===== src/rtl/seq_divider.sv =====
// seq_divider: multicycle restoring integer divider (DIV / DIVU).
// One quotient bit is resolved per clock. The quotient and remainder are
// registered and hold their value until the next result is produced.
//
// state | meaning
// ------+---------------------------------------------------------------
// IDLE  | waiting for start; operands are sampled on the accepting edge
// RUN   | WIDTH shift/subtract steps on the magnitudes
// FIX   | applies the sign fix or the divide-by-zero override, pulses done
module seq_divider #(
    parameter int WIDTH = 32
) (
    input  logic             clk,
    input  logic             reset,
    input  logic             start,
    input  logic             is_signed,
    input  logic [WIDTH-1:0] dividend,
    input  logic [WIDTH-1:0] divisor,
    output logic             busy,
    output logic             done,
    output logic [WIDTH-1:0] quotient,
    output logic [WIDTH-1:0] remainder,
    output logic             div_by_zero
);

    localparam int CW = $clog2(WIDTH + 1);
    localparam logic [CW-1:0] LAST_STEP = CW'(WIDTH - 1);

    typedef enum logic [1:0] {IDLE, RUN, FIX} state_t;

    state_t           state;
    logic [CW-1:0]    count;
    logic [WIDTH-1:0] q_reg;
    logic [WIDTH-1:0] d_reg;
    // The partial remainder is always below the divisor after a step, so its
    // top bit is never set and only WIDTH bits of it are kept.
    logic [WIDTH-1:0] r_reg;
    logic [WIDTH-1:0] dividend_raw;
    logic             neg_q;
    logic             neg_r;
    logic             dz;

    logic             dividend_neg;
    logic             divisor_neg;
    logic [WIDTH:0]   trial;
    logic [WIDTH-1:0] diff;
    logic             fits;

    assign dividend_neg = is_signed & dividend[WIDTH-1];
    assign divisor_neg  = is_signed & divisor[WIDTH-1];

    // One restoring step: shift in the next dividend bit and trial-subtract.
    always_comb begin
        trial = {r_reg, q_reg[WIDTH-1]};
        fits  = (trial >= {1'b0, d_reg});
        // When the subtraction is taken the true result is below 2^WIDTH,
        // so the truncated difference is exact.
        diff  = trial[WIDTH-1:0] - d_reg;
    end

    // Control FSM together with the datapath registers and registered outputs.
    always_ff @(posedge clk) begin
        if (reset) begin
            state        <= IDLE;
            count        <= '0;
            q_reg        <= '0;
            d_reg        <= '0;
            r_reg        <= '0;
            dividend_raw <= '0;
            neg_q        <= 1'b0;
            neg_r        <= 1'b0;
            dz           <= 1'b0;
            busy         <= 1'b0;
            done         <= 1'b0;
            quotient     <= '0;
            remainder    <= '0;
            div_by_zero  <= 1'b0;
        end else begin
            done <= 1'b0;
            case (state)
                IDLE: begin
                    if (start) begin
                        neg_q        <= dividend_neg ^ divisor_neg;
                        neg_r        <= dividend_neg;
                        dz           <= (divisor == '0);
                        dividend_raw <= dividend;
                        // The negation of the most-negative value is its own
                        // pattern, which reads correctly as unsigned 2^(WIDTH-1).
                        q_reg        <= dividend_neg ? -dividend : dividend;
                        d_reg        <= divisor_neg ? -divisor : divisor;
                        r_reg        <= '0;
                        count        <= '0;
                        busy         <= 1'b1;
                        state        <= RUN;
                    end
                end
                RUN: begin
                    q_reg <= {q_reg[WIDTH-2:0], fits};
                    r_reg <= fits ? diff : trial[WIDTH-1:0];
                    count <= count + 1'b1;
                    if (count == LAST_STEP) begin
                        state <= FIX;
                    end
                end
                FIX: begin
                    if (dz) begin
                        quotient  <= '1;
                        remainder <= dividend_raw;
                    end else begin
                        quotient  <= neg_q ? -q_reg : q_reg;
                        remainder <= neg_r ? -r_reg : r_reg;
                    end
                    div_by_zero <= dz;
                    done        <= 1'b1;
                    busy        <= 1'b0;
                    state       <= IDLE;
                end
                default: state <= IDLE;
            endcase
        end
    end

endmodule


===== config.mk =====
export PLATFORM = sky130hd
export DESIGN_NAME = seq_divider
export DESIGN_NICKNAME = d
export VERILOG_FILES = /design/src/rtl/seq_divider.sv
export SDC_FILE = /design/constraint.sdc
export NUM_CORES = 1
export LEC_CHECK = 0
export CORE_MARGIN = 2
export CORE_UTILIZATION = 60
export CTS_BUF_LIST = sky130_fd_sc_hd__clkbuf_8 sky130_fd_sc_hd__clkbuf_16
export DETAILED_ROUTE_END_ITERATION = 10
export GPL_TIMING_DRIVEN = 0
export PLACE_DENSITY_LB_ADDON = 0.08
export RECOVER_POWER = 25
export SYNTH_ARGS = -nofsm -noshare
export SYNTH_HDL_FRONTEND = slang
export SYNTH_SLANG_ARGS = --single-unit

===== constraint.sdc =====
create_clock -name clk -period 7.4 [get_ports clk]
set_input_delay 1.11 -clock clk [delete_from_list [all_inputs] [get_ports clk]]
set_output_delay 1.11 -clock clk [all_outputs]
set_load 0.02 [all_outputs]

# [After elaboration in Yosys (flattened, before gate mapping)]
# Index checks and enable logic that the tools add are counted.
# W data, S select, Z words.
[op_classes] eq_ne=5 reduce_logical=8 n_mux=19 bitwise=3 n_lt_le_gt_ge=1 n_mul=0 div_mod_pow=0 shift=0 addsub=6
[op_table] cell="$mux W32" count=9
[op_table] cell="$neg A32 Y32" count=4
[op_table] cell="$pmux W32 S2" count=2
[op_table] cell="$ge A33 B32 Y1" count=1
[op_table] cell="$logic_not A32 Y1" count=1
[op_table] cell="$sub A32 B32 Y32" count=1
[op_table] cell="$pmux W6 S2" count=1
[op_table] cell="$reduce_and A2 Y1" count=4
[op_table] cell="$add A6 B1 Y6 const B" count=1
[op_table] cell="$eq A6 B5 Y1 const B" count=1
[op_table] cell="$mux W6" count=1
[op_table] cell="$mux W2" count=2
[op_table] cell="$ne A2 B2 Y1 const B" count=2
[op_table] cell="$pmux W2 S2" count=1
[op_table] cell="$reduce_bool A2 Y1" count=2
[op_table] cell="$and A1 B1 Y1" count=2
[op_table] cell="$eq A2 B1 Y1 const B" count=1
[op_table] cell="$eq A2 B2 Y1 const B" count=1
[op_table] cell="$logic_not A2 Y1" count=1
[op_table] cell="$mux W1" count=2
[op_table] cell="$pmux W1 S2" count=1
[op_table] cell="$xor A1 B1 Y1" count=1
[word_totals] regBits=206 mem_bits_ro=0 latchBits=0 memories=0 in_bits=68 mem_bits_rw=0 elab_cells=56

# [Logic depth before layout (Yosys ltp)]
[logic_depth] ltp_word=4 depth_mapped=13

# [Worst setup path before layout]
# No wires, ideal clock.
[synth_timing] kind="input to register" start="input divisor[10]" end="register d_reg[29]" t_required_ns=7.314 cell_stages=8 setup_time_ns=0.086 setup_slack_ns=3.954 arrival_ns=3.360 cell_sequence="or4_1 -> or3_1 -> nor4_2 -> nand2_1 -> or4_1 -> o21ai_1 -> xor2_1 -> a211oi_1"
[synth_via] elab_chain_len=2
[synth_rtl] element="from (decl)" line="18" source="input logic [WIDTH-1:0] divisor,"
[synth_rtl] element="$neg A32 Y32" line="90" source="d_reg <= divisor_neg ? -divisor : divisor;"
[synth_rtl] element="$mux W32" line="90"
[synth_rtl] element="to (signal assigned)" line="90"
[synth_rtl] element="to (decl)" line="34" source="logic [WIDTH-1:0] d_reg;"
# No other way between the ends.
# A chain may end at the register's enable or synchronous reset.

# [Final worst setup path]
[layout_timing] start="input divisor[0]" end="register d_reg[30]"
# Same word-level chain as after synthesis.

==> reports/metrics.csv <==
metric;value;unit
finalHoldViolCount;0;
irDropWorstVdd;0.439;mV
power_density;359;nW/um^2
critical_path_class;in2reg;
worst_pin_slew;0.880;ns
num_rows;51;
arrival;4.25;ns
wl_per_cell;18.5;um
timing.final.crit_share;0.521;
synth_top_cell_area_share;0.342;
track_usage;0.343;
crit_required;7.79;ns
antenna_cells;0;
vias;12500;
clkSinkCount;206;
drcViolationCount;0;
pre_cts_slack;3.01;ns
synth_top_cell_by_area;dfxtp_1;
cp_max_fo;6;
vias_per_cell;6.13;
cts-root-buf;clkbuf_16;
placed_cells;2000;
ys_types;65;
cts_buffer_depth;3;
synthCells;1601;
initial_core_util;0.616;
fin_crit;3.86;ns
worst_setup_path_end_kind;flip-flop;
p_leak;5.54;nW
layout-area-overhead-vs-synth;21.1;%
fmax;259;MHz
min-delay-start;remainder[15]$_SDFFE_PP0P_;
outcome;finished clean;
async_reset_ff_frac;0;
die_area;21300;sq um
fin_skew;0.0126;ns
synth_area_leaders;dfxtp_1 (34%), nand2_1 (8.9%), a21oi_1 (6.3%);
critPathLaunchType;input pin;
critPathBufInv;2;
synth_edf_count;0;
setup_tns;0;ns
place_congestion;1.01;
io-pin-count;135;
startpoint;divisor[0];
holdBufCountCts;0;
fin_cells;2043;
total_power;5.25;mW
grt_overflow_total;0;
setup_viol;0;
dr.pass1.iters;7;
ys_seq_area_frac;0.342;
ys_ff_latch;206;
synth_ff_type;dfxtp_1;
grt_max_degree;14;
drt-initial-drc-count;1298;
fin_ws;3.54;ns
cts_max_level;1;
slowest_stage;nor4_1;
path_cells;clkdlybuf4s50_1 -> inv_1 -> ha_1 -> nor3b_1 -> nand2_1 -> nor4_1 -> nand2_1 -> nor4_1 -> a21oi_1 -> xnor2_1 -> o21ai_0;
drv_cap;0;
syn_nets;1707;
clock_latency;0.52;ns
ys_warn_count;0;
grt_antenna_before_repair;0;
cts_buffers;24;
cts.repair.resized;0;
critPathMaxStageDelay;0.58;ns
grt_pass1_wl;59400;um
min_path_type;reg2reg;
grt_setup_unrepaired;false;
dp_hpwl;28900;um
whs;0.450;ns
ant_nets;0;
io_buffers;134;
avgSynthCellArea;7.54;sq um
nNetsFinal;1867;
core_area;19600;sq um
wirelength;37900;um
cts_tree;built;
multi_input_area;7360;sq um
ff_latch_area;4120;sq um
die_h;146;um
fillers;1574;
synth_area;12100;sq um
path_clk_slew;0.06;ns
cts_setup_buffers;0;
slew_headroom;0.413;
grt_pass1_vias;11500;
final_common_cell;nand2_1;
layout-drive-gt1-share;0.0343;
r2r_start;d_reg[4]$_SDFFE_PP0P_;
drv_slew;0;
fp.dieW;146;um
layout_common_cells;nand2_1 (286), dfxtp_1 (206), a21oi_1 (153), nor2_1 (125), o21ai_0 (110);
critPathTopFamily;simple AND/OR/NAND/NOR gates;
## routing by layer
layer  vias up  GRT usage  part of all wire
li1       5968          -                 -
met3        96     0.0502             0.093
met1      5761      0.445              0.40
met4         0      0.153             0.046
met2       699      0.567              0.46
met5         -          0                 0
## stage by stage
step                cell area (sq um)  utilization
global placement                13700        0.701
floorplan                       12100            -
finish                          14600        0.746
detailed placement              13700        0.701
global route                    14600        0.746
CTS                             14600        0.746
## cell type report
cell class              count  share of cell area
plain buffers              99              0.0263
clock buffers              32              0.0494
clock inverters            11              0.0104
inverters                  52              0.0134
multi-input cells        1244               0.504
flip-flops and latches    206               0.282
well taps                 265              0.0227
repair buffers            134              0.0918
## worst paths after layout
kind | end | slack (ns) | cells after the start
setup / recovery | d_reg[30]$_SDFFE_PP0P_ | 3.54 | 11
hold / removal | remainder[15]$_SDFFE_PP0P_ | 0.45 | 2
setup reg to reg | r_reg[16]$_SDFFE_PP0P_ | 3.97 | 13
hold reg to reg | remainder[15]$_SDFFE_PP0P_ | 0.45 | 2
## cells in the mapped netlist (6+ instances only)
library cell,instances
dfxtp_1,206
o22ai_1,27
or3_1,19
nand4_1,9
o21ai_1,15
nor4_1,15
nor3_1,43
or4_1,12
a21o_1,16
nor2_1,125
o41ai_1,13
clkbuf_1,92
a311oi_1,8
and3_1,7
nor2b_1,6
or2_2,8
a21oi_1,153
xor2_1,67
o31ai_1,24
nand2_1,286
o21ai_0,110
a211oi_1,28
a22oi_1,29
ha_1,37
nand2b_1,10
xnor2_1,70
inv_1,52
mux2i_1,29
nand3_1,19
## power by group
| part | switching, mW | leakage [nW] | total, mW | internal, mW |
|---|---|---|---|---|
| Sequential | 0.181 | 1.68 | 1.40 | 1.21 |
| Clock | 0.471 | 0.445 | 1.29 | 0.818 |
| Combinational | 1.48 | 3.42 | 2.57 | 1.08 |
## cells by family (layout without fill, tap and decap cells)
family / count (synthesis) / in the layout / share of synthesized area
AO/OA/AOI/OAI: 463 / 463 / 0.235
XOR/XNOR: 137 / 137 / 0.0995
adder cells (fa/ha/maj): 38 / 38 / 0.0400
buffers and inverters: 151 / 328 / 0.0480
flip-flops: 206 / 206 / 0.342
multiplexers: 30 / 30 / 0.0250
AND/OR/NAND/NOR: 576 / 576 / 0.211
## worst reg2reg max path, delay by kind of cell (launching register included)
kind / cells / cell delay (ns)
adder cells (fa/ha/maj): 1 / 0.38
flip-flops: 1 / 0.33
AND/OR/NAND/NOR: 1 / 0.56
multiplexers: 1 / 0.16
AO/OA/AOI/OAI: 7 / 1.40
buffers and inverters: 3 / 0.46
Note: power is estimated with default switching activity, not from simulation.
